==> src/rtl/fpnew_pkg.sv <==
// Shared FPU result-path types and helpers used by the result reorder stage.
package fpnew_pkg;

  typedef struct packed {
    logic nv;
    logic dz;
    logic of;
    logic uf;
    logic nx;
  } status_t;

  localparam int unsigned NUM_OPGROUPS = 5;

  // Counter width able to hold the values 0..depth inclusive.
  function automatic int unsigned order_cnt_width(input int unsigned depth);
    return $clog2(depth) + 1;
  endfunction

endpackage

==> src/rtl/fpnew_order_fifo.sv <==
// Circular FIFO of channel IDs recording issue order, with an empty-FIFO
// bypass so a zero-latency channel can retire in its issue cycle.
module fpnew_order_fifo
  import fpnew_pkg::*;
#(
  parameter int unsigned Depth = 8,
  parameter int unsigned CW    = 3,
  localparam int unsigned PW   = $clog2(Depth),
  localparam int unsigned CNTW = order_cnt_width(Depth)
) (
  input  logic            clk_i,
  input  logic            rst_i,
  input  logic            flush_i,
  input  logic            bypass_en_i,
  input  logic            push_i,
  input  logic [CW-1:0]   push_chan_i,
  input  logic            pop_i,
  output logic [CW-1:0]   head_o,
  output logic            head_valid_o,
  output logic            full_o,
  output logic [CNTW-1:0] count_o
);

  logic [CW-1:0]   mem_q [Depth];
  logic [PW-1:0]   wr_ptr_q, wr_ptr_d;
  logic [PW-1:0]   rd_ptr_q, rd_ptr_d;
  logic [CNTW-1:0] count_q, count_d;
  logic            empty, do_push, do_pop, cancel;

  assign empty        = (count_q == '0);
  assign full_o       = (count_q == CNTW'(Depth));
  assign head_valid_o = !empty || (bypass_en_i && push_i);
  assign head_o       = empty ? push_chan_i : mem_q[rd_ptr_q];
  assign count_o      = count_q;

  assign do_push = push_i && !full_o;
  assign do_pop  = pop_i && head_valid_o;
  // A record pushed and retired in the same cycle never touches storage.
  assign cancel  = empty && do_push && do_pop;

  always_comb begin
    wr_ptr_d = wr_ptr_q;
    rd_ptr_d = rd_ptr_q;
    count_d  = count_q;
    if (flush_i) begin
      wr_ptr_d = '0;
      rd_ptr_d = '0;
      count_d  = '0;
    end else if (!cancel) begin
      if (do_push) wr_ptr_d = wr_ptr_q + 1'b1;
      if (do_pop)  rd_ptr_d = rd_ptr_q + 1'b1;
      if (do_push && !do_pop)      count_d = count_q + 1'b1;
      else if (!do_push && do_pop) count_d = count_q - 1'b1;
    end
  end

  always_ff @(posedge clk_i or posedge rst_i) begin
    if (rst_i) begin
      wr_ptr_q <= '0;
      rd_ptr_q <= '0;
      count_q  <= '0;
    end else begin
      wr_ptr_q <= wr_ptr_d;
      rd_ptr_q <= rd_ptr_d;
      count_q  <= count_d;
    end
  end

  always_ff @(posedge clk_i) begin
    if (do_push && !flush_i && !cancel) mem_q[wr_ptr_q] <= push_chan_i;
  end

endmodule

==> src/rtl/fpnew_result_reorder.sv <==
// FPU result arbitration: retires opgroup results in issue order (InOrder=1)
// or by round-robin among valid channels (InOrder=0).
module fpnew_result_reorder
  import fpnew_pkg::*;
#(
  parameter int unsigned Width       = 64,
  parameter int unsigned NumChannels = NUM_OPGROUPS,
  parameter int unsigned Depth       = 8,
  parameter bit          InOrder     = 1'b1,
  parameter type         TagType     = logic,
  localparam int unsigned CW         = $clog2(NumChannels),
  localparam int unsigned CNTW       = order_cnt_width(Depth)
) (
  input  logic                                clk_i,
  input  logic                                rst_i,
  input  logic                                flush_i,
  input  logic                                issue_valid_i,
  input  logic [CW-1:0]                       issue_chan_i,
  output logic                                issue_ready_o,
  input  logic [NumChannels-1:0]              chan_valid_i,
  output logic [NumChannels-1:0]              chan_ready_o,
  input  logic [NumChannels-1:0][Width-1:0]   chan_result_i,
  input  status_t [NumChannels-1:0]           chan_status_i,
  input  TagType [NumChannels-1:0]            chan_tag_i,
  output logic [Width-1:0]                    result_o,
  output status_t                             status_o,
  output TagType                              tag_o,
  output logic                                out_valid_o,
  input  logic                                out_ready_i,
  output logic [CNTW-1:0]                     occupancy_o,
  output logic                                busy_o
);

  if (NumChannels < 2 || NumChannels > 16) begin : g_bad_channels
    $error("NumChannels must be in 2..16");
  end
  if (Depth < 2 || (Depth & (Depth - 1)) != 0) begin : g_bad_depth
    $error("Depth must be a power of two, at least 2");
  end

  // Handshakes: a transfer happens on a rising clk_i edge where valid and
  // ready are both high; valid never waits for ready, and a producer holding
  // valid keeps its data stable until the transfer.
  logic [CW-1:0]    sel;
  logic             sel_present;
  logic             sel_chan_valid;
  logic [Width-1:0] sel_result;
  status_t          sel_status;
  TagType           sel_tag;
  logic             handshake;

  always_comb begin
    sel_chan_valid = 1'b0;
    sel_result     = '0;
    sel_status     = '0;
    sel_tag        = '0;
    for (int unsigned i = 0; i < NumChannels; i++) begin
      if (sel == CW'(i)) begin
        sel_chan_valid = chan_valid_i[i];
        sel_result     = chan_result_i[i];
        sel_status     = chan_status_i[i];
        sel_tag        = chan_tag_i[i];
      end
    end
  end

  // Outputs are gated by rst_i so an asynchronous reset silences them at once.
  assign out_valid_o = !rst_i && sel_present && sel_chan_valid;
  assign handshake   = out_valid_o && out_ready_i;
  assign result_o    = sel_result;
  assign status_o    = sel_status;
  assign tag_o       = sel_tag;
  assign busy_o      = (occupancy_o != '0) || (|chan_valid_i);

  always_comb begin
    chan_ready_o = '0;
    for (int unsigned i = 0; i < NumChannels; i++) begin
      chan_ready_o[i] = !rst_i && sel_present && out_ready_i && (sel == CW'(i));
    end
  end

  if (InOrder) begin : g_ordered
    logic            fifo_full;
    logic [CNTW-1:0] fifo_count;

    assign issue_ready_o = !fifo_full;
    assign occupancy_o   = fifo_count;

    fpnew_order_fifo #(
      .Depth (Depth),
      .CW    (CW)
    ) i_order_fifo (
      .clk_i        (clk_i),
      .rst_i        (rst_i),
      .flush_i      (flush_i),
      .bypass_en_i  (1'b1),
      .push_i       (issue_valid_i && issue_ready_o),
      .push_chan_i  (issue_chan_i),
      .pop_i        (handshake),
      .head_o       (sel),
      .head_valid_o (sel_present),
      .full_o       (fifo_full),
      .count_o      (fifo_count)
    );

`ifndef SYNTHESIS
    a_valid_has_record: assert property (@(posedge clk_i) disable iff (rst_i || flush_i)
      (|chan_valid_i) |-> (fifo_count != '0 || (issue_valid_i && issue_ready_o)))
      else $error("channel result valid with no order record held");
`endif
  end else begin : g_round_robin
    logic [CW-1:0] rr_ptr_q, rr_ptr_d;
    logic [CW-1:0] lock_chan_q, lock_chan_d;
    logic          lock_q, lock_d;
    logic [CW-1:0] winner;
    int            idx;

    assign issue_ready_o = 1'b1;
    assign occupancy_o   = '0;

    // Scan downward so the lowest offset from rr_ptr_q is the last to win.
    always_comb begin
      winner = rr_ptr_q;
      idx    = 0;
      for (int off = int'(NumChannels) - 1; off >= 0; off--) begin
        idx = (int'(rr_ptr_q) + off) % int'(NumChannels);
        if (chan_valid_i[idx]) winner = CW'(idx);
      end
    end

    assign sel         = lock_q ? lock_chan_q : winner;
    assign sel_present = lock_q || (|chan_valid_i);

    always_comb begin
      rr_ptr_d    = rr_ptr_q;
      lock_d      = lock_q;
      lock_chan_d = lock_chan_q;
      if (flush_i) begin
        rr_ptr_d    = '0;
        lock_d      = 1'b0;
        lock_chan_d = '0;
      end else if (handshake) begin
        rr_ptr_d = (sel == CW'(NumChannels - 1)) ? '0 : sel + 1'b1;
        lock_d   = 1'b0;
      end else if (out_valid_o) begin
        lock_d      = 1'b1;
        lock_chan_d = sel;
      end
    end

    always_ff @(posedge clk_i or posedge rst_i) begin
      if (rst_i) begin
        rr_ptr_q    <= '0;
        lock_q      <= 1'b0;
        lock_chan_q <= '0;
      end else begin
        rr_ptr_q    <= rr_ptr_d;
        lock_q      <= lock_d;
        lock_chan_q <= lock_chan_d;
      end
    end
  end

`ifndef SYNTHESIS
  a_issue_chan_range: assert property (@(posedge clk_i) disable iff (rst_i)
    issue_valid_i |-> (32'(issue_chan_i) < NumChannels))
    else $error("issue_chan_i out of range");

  a_out_stable: assert property (@(posedge clk_i) disable iff (rst_i || flush_i)
    (out_valid_o && !out_ready_i) |=> ($stable(result_o) && $stable(status_o) && $stable(tag_o)))
    else $error("output data changed while stalled");
`endif

endmodule

==> config.mk <==
export PLATFORM = sky130hd
export DESIGN_NAME = fpnew_result_reorder
export DESIGN_NICKNAME = d
export VERILOG_FILES = /design/src/rtl/fpnew_pkg.sv /design/src/rtl/fpnew_order_fifo.sv /design/src/rtl/fpnew_result_reorder.sv
export SDC_FILE = /design/constraint.sdc
export NUM_CORES = 1
export LEC_CHECK = 0
export CAP_MARGIN = 20
export CORE_AREA = 2 2 175 177
export CTS_CLUSTER_SIZE = 14
export DETAILED_ROUTE_END_ITERATION = 8
export DIE_AREA = 0 0 177 179
export GPL_ROUTABILITY_DRIVEN = 0
export PLACE_DENSITY = 0.57
export SYNTH_ARGS = -nofsm -noshare
export SYNTH_HDL_FRONTEND = slang
export SYNTH_SLANG_ARGS = --single-unit
==> constraint.sdc <==
create_clock -name clk_i -period 10.6 [get_ports clk_i]
set_input_delay 1.06 -clock clk_i [delete_from_list [all_inputs] [get_ports clk_i]]
set_output_delay 1.06 -clock clk_i [all_outputs]
set_load 0.01 [all_outputs]
# == Yosys cells after proc, flatten, opt, wreduce, memory -nomap -nowiden ==
# Memories as Yosys holds them, arrays and structs flattened.
# Index checks and enable logic that the tools add are counted.
# op_classes
magnitude_cmp,0
n_div,0
n_reduce_logical,37
n_shift,0
bitwise_logic,0
n_eq_ne,6
mul,0
n_addsub,4
muxes,33
# op_table
op,n
$mux W64,5
$mux W5,5
$mux W3,7
$logic_and A1 B1 Y1,18
$mux W4,4
$mux W1,12
$logic_not A1 Y1,7
$add A3 B1 Y3 const B,2
$eq A3 B2 Y1 const B,2
$reduce_and A2 Y1,3
$reduce_or A5 Y1,1
$add A4 B1 Y4 const B,1
$eq A4 B4 Y1 const B,1
$logic_not A4 Y1,1
$reduce_bool A2 Y1,2
$reduce_bool A4 Y1,1
$sub A4 B1 Y4 const B,1
$eq A3 B1 Y1 const B,1
$eq A3 B3 Y1 const B,1
$logic_not A3 Y1,1
$reduce_bool A3 Y1,1
$logic_or A1 B1 Y1,2
$ne A2 B2 Y1 const B,1
# word_totals
mem_bits_rw,24
inputBits,363
memories,1
elab_cells,84
register_bits,10
mem_bits_ro,0
output_inout_bits,82
latch_bits,0
# mem_list
memory,words,width,rd,rd_ports_with_merged_regs,wr,line,rtl
g_ordered.i_order_fifo.mem_q,8,3,1,0,1,fpnew_order_fifo.sv:24,logic [CW-1:0] mem_q [Depth];

# == Longest topological paths before layout ==
# logic_depth
depth_word,16
mapped_depth,16
mapped_depth_nobuf,13

# == By module ==
# Synthesis repeated with hierarchy kept, for this count alone.
# unflattened
hier_cells,519
area_unflattened_um2,4514.3
# by_module_without_submodules
module,cells_per_inst,seq_area_each_um2,area_per_inst_um2,instances
fpnew_result_reorder,395,0.0,2845.2,1
fpnew_order_fifo,124,970.9,1669.1,1

# == Worst setup path after synthesis ==
# Ideal clock, no wire load.
# synth_timing
path_type,register -> register
from,register g_ordered.i_order_fifo.rd_ptr_q[0]
to,"register g_ordered.i_order_fifo.count_q[3], in the netlist g_ordered.i_order_fifo.count_o[3]"
arrival_ps,3377
required_ps,10472
path_slack_ps,7095
n_path_buf,2
synth_period_minus_slack_ps,3505
setup_time_ps,128
stages_incl_launch_ff,16
cell_sequence,dfrtp_1 -> buf_4 -> buf_8 -> mux2i_1 -> mux4_2 -> o21a_1 -> or3_4 -> nor2_4 -> a211oi_4 -> nand2b_1 -> ha_1 -> a21o_1 -> a21oi_1 -> and2_1 -> mux2i_1 -> mux2_1
# synth_between
elab_chain_len,16
word_cells_on_any_way,25
classes_between,eq/ne (5); mux (9); reduce/logical (10); memory (1)
# synth_rtl
item,line,rtl
"start, declared",fpnew_order_fifo.sv:26,"logic [PW-1:0] rd_ptr_q, rd_ptr_d;"
"start signal, assigned",fpnew_order_fifo.sv:64,rd_ptr_q <= rd_ptr_d;
$mem_v2 Z8 W3 (*),n/a,
$mux W3 (*),fpnew_order_fifo.sv:33,assign head_o = empty ? push_chan_i : mem_q[rd_ptr_q];
$logic_not A3 Y1,fpnew_result_reorder.sv:58,if (sel == CW'(i)) begin
$mux W1 (4 in a row),fpnew_result_reorder.sv:58,
$mux W1 (*),fpnew_result_reorder.sv:58,
$logic_and A1 B1 Y1 (*),fpnew_result_reorder.sv:68,assign out_valid_o = !rst_i && sel_present && sel_chan_valid;
$logic_and A1 B1 Y1 (*),fpnew_result_reorder.sv:69,assign handshake = out_valid_o && out_ready_i;
$logic_and A1 B1 Y1 (*),fpnew_order_fifo.sv:37,assign do_pop = pop_i && head_valid_o;
$logic_not A1 Y1,fpnew_order_fifo.sv:52,if (do_push && !do_pop) count_d = count_q + 1'b1;
$logic_and A1 B1 Y1,fpnew_order_fifo.sv:52,
$mux W4,fpnew_order_fifo.sv:52,
$mux W4,fpnew_order_fifo.sv:49,end else if (!cancel) begin
$mux W4,fpnew_order_fifo.sv:45,if (flush_i) begin
"end signal, assigned",fpnew_order_fifo.sv:65,count_q <= count_d;
"end, declared",fpnew_order_fifo.sv:27,"logic [CNTW-1:0] count_q, count_d;"
# Mark *: on every way between the ends. The rest lies on a longest branch, timed or not. The select of a mux whose other input is x is not followed.
# A chain may end at the register's enable or synchronous reset.

# == Worst setup path in the final report ==
# layout_timing
from,register g_ordered.i_order_fifo.rd_ptr_q[0]
to,output tag_o
# layout_between
elab_chain_len,8
word_cells_on_any_way,12
classes_between,eq/ne (4); mux (6); reduce/logical (1); memory (1)
# layout_rtl
item,line,rtl
$mem_v2 Z8 W3 (*),n/a,
$mux W3 (*),fpnew_order_fifo.sv:33,
$logic_not A3 Y1,fpnew_result_reorder.sv:58,
$mux W1 (4 in a row),fpnew_result_reorder.sv:58,
$mux W1 (*),fpnew_result_reorder.sv:58,
"end, declared",fpnew_result_reorder.sv:27,"output TagType tag_o,"
# Mark *: on every way between the ends. The rest lies on a longest branch, timed or not.

==> run metrics <==
Seq pwr share=0.060; Comb power frac=0.885; Synth area leader=mux2i_1; largest net degree at the start of global routing=79; die area=0.0317 mm²; DR WL/cell=21.6 µm; clock sinks=34; Reg-to-Reg Start=g_ordered.i_order_fifo.rd_ptr_q[0]; register area=971 µm²; worst reg2reg path depth=15; Max Buffers Root-to-Sink=2; post-cts resize count=0; final core utilization=0.312; pre-CTS WS=4420 ps; IO Port Bufs=444; FFs w/ async S/R, synth=0.294; die span in x=177 µm; critical path arrival=5030 ps; minimum clock period=6090 ps; fin. max-slew vios=0; area of the mapped netlist=0.00438 mm²; Final ANT Viol Nets=0; Starting Density=0.146; initial antenna violation count=1; Seq cells post-synth=34; synth cell count leaders=84 x mux2i_1, 77 x nand2_1, 76 x inv_1; final net count=1326; number of global-route vias before repair=5786; CTS Root Cell=clkbuf_16; core area=0.0300 mm²; CTS H-tree lvls=2; cell area after layout=0.00938 mm²; EDFF count, synth=24; layout cells sized above 1=0.0396; Critical R2R Capture=g_ordered.i_order_fifo.count_o[3]; Final Skew=2.85 ps; CTS Buf Count=5; net count after synthesis=916; Overflow after GRT=0; status=completed; internal power=1.50 mW; post-detail-place hpwl=23100 µm; Pre-antenna DRT Iters=7; setup repair bufs after CTS=0; Setup TNS=0 ps; Worst EP required=9540 ps; CP startpoint=g_ordered.i_order_fifo.rd_ptr_q[0]; final hold slack=633 ps; Crit. End Element=output port; fmax=164 MHz; post-synthesis to final-layout area growth=114%; P per Cell Area=320 mW/mm²; fill count=3196; Mapped Cells=548; GRT Util Overall=0.164; main area contributors after synthesis=mux2i_1 19%, edfxtp_1 16%, a222oi_1 16%, o21ai_0 8.2%, nand2_1 6.6%; Distinct cells, synth=49; Least-Margin Pin Slew=1040 ps; final wirelength=29200 µm; Syn Area/Cell=7.99 µm²; NetSw=1.50 mW; most common cell in the netlist=mux2i_1; critical path type=reg -> out; yosys warns=0; Static Leak=3.80 nW; Reg clk slew, reported paths=60 ps; CP startpoint kind=register; final setup vio count=0; Vias/cell=4.48; Fin. Hold Viols=0; I/O pin count=445; row count=64; min-delay worst type=reg -> reg; Max transition margin=0.308; crit path capture=tag_o; post-route setup slack=4510 ps; post-synth top area share=0.192; worst-path maximum fanout=49; peak supply drop=0.214 mV; clock share of power=0.055; crit share post-route=0.574; RSZ-0062 raised after global routing=no; First DRT Iteration DRCs=538; Post-DP Area=0.00921 mm²; # DRC=0; number of max-cap violations=0; Clk Latency, worst-skew pair=270 ps; die span in y=179 µm; CTS tree=built; sequential share of the synthesized area=0.222; sw frac=0.500; global-route wire length before repair=38800 µm; multi-input logic area=0.00294 mm²; R2R setup slack=4930 ps; Via Count=6084; post-cts hold buffer count=0; Post-synth top flop=edfxtp_1
logic make-up after synthesis:
family	Yosys count	share of synthesized area
AOI/OAI and AO/OA	161	0.283
buffers and inverters	127	0.116
and+or+nand+nor	127	0.138
muxes	91	0.218
DFF	34	0.222
adders and majority gates	5	0.0160
xor gates and xnor gates	3	0.00772
final cells by class:
class,count,area share
clock buffers,5,0.0133
repair buffers,454,0.482
inverters,76,0.0304
multi-input cells,387,0.313
diodes,2,0.000533
clock inverters,3,0.00480
flip-flops and latches,34,0.103
well taps,396,0.0528
metrics by stage:
| step | power, mW | std cells |
|---|---|---|
| after floorplan | 1.53 | 548 |
| final | 3.01 | 1357 |
| after global placement | 2.86 | 1347 |
| after detailed placement | 2.86 | 1347 |
| after CTS | 3.05 | 1355 |
| after global routing | 3.23 | 1356 |
cell usage in the layout (no fill, tap or decap), drive strengths merged, types with 2 or more instances in the layout:
master	instances
clkdlybuf4s50	444
mux2i	84
nand2	77
inv	76
o21ai	76
a222oi	70
edfxtp	24
nor2	13
dfrtp	10
buf	10
nor2b	6
and2	5
a21oi	5
clkbuf	5
mux2	4
ha	4
nor3	4
and3	4
mux4	3
nand2b	3
nand3b	3
nor4	3
a211oi	3
diode	2
nor4b	2
and3b	2
clkinvlp	2
or3	2
xnor2	2
critical path, stage by stage, from the launching register on:
cell and delay, ps:
dfrtp_1 830, mux2i_1 160, mux4_2 520, o21ai_4 140, buf_4 640, and3_2 680
buf_4 610, a222oi_1 250, inv_1 230, clkdlybuf4s50_1 580
layer usage:
metal	GRT usage	routed length, µm	vias to the layer above
li1	-	-	2881
met1	0.245	13500	2879
met2	0.250	13000	308
met3	0.0331	2500	16
met4	0.0165	238	0
met5	0	0	-
registers in the layout, indices dropped and copies added, names as in the netlist:
register	flops
g_ordered.i_order_fifo.count_o	4
g_ordered.i_order_fifo.wr_ptr_q	3
g_ordered.i_order_fifo.rd_ptr_q	3
g_ordered.i_order_fifo.mem_q	24
power by group through the flow:
stage,registers [mW],clock network [mW],logic (mW)
6_report,0.180,0.166,2.66
4_1_cts,0.180,0.168,2.70
3_3_place_gp,0.181,0,2.67
5_1_grt,0.183,0.175,2.87
3_5_place_dp,0.182,0,2.68
2_1_floorplan,0.173,0,1.36
worst min-delay path by stage:
stage,from,end,slack [ps],depth (start not counted)
after global routing,g_ordered.i_order_fifo.wr_ptr_q[0],g_ordered.i_order_fifo.wr_ptr_q[0],650,2
after CTS,g_ordered.i_order_fifo.wr_ptr_q[0],g_ordered.i_order_fifo.wr_ptr_q[0],640,2
final,g_ordered.i_order_fifo.wr_ptr_q[0],g_ordered.i_order_fifo.wr_ptr_q[0],630,2
after detailed placement,g_ordered.i_order_fifo.wr_ptr_q[0],g_ordered.i_order_fifo.wr_ptr_q[0],630,2
after floorplan,g_ordered.i_order_fifo.wr_ptr_q[0],g_ordered.i_order_fifo.wr_ptr_q[0],580,2
after global placement,g_ordered.i_order_fifo.wr_ptr_q[0],g_ordered.i_order_fifo.wr_ptr_q[0],610,2
(Power assumes the default switching activity.)
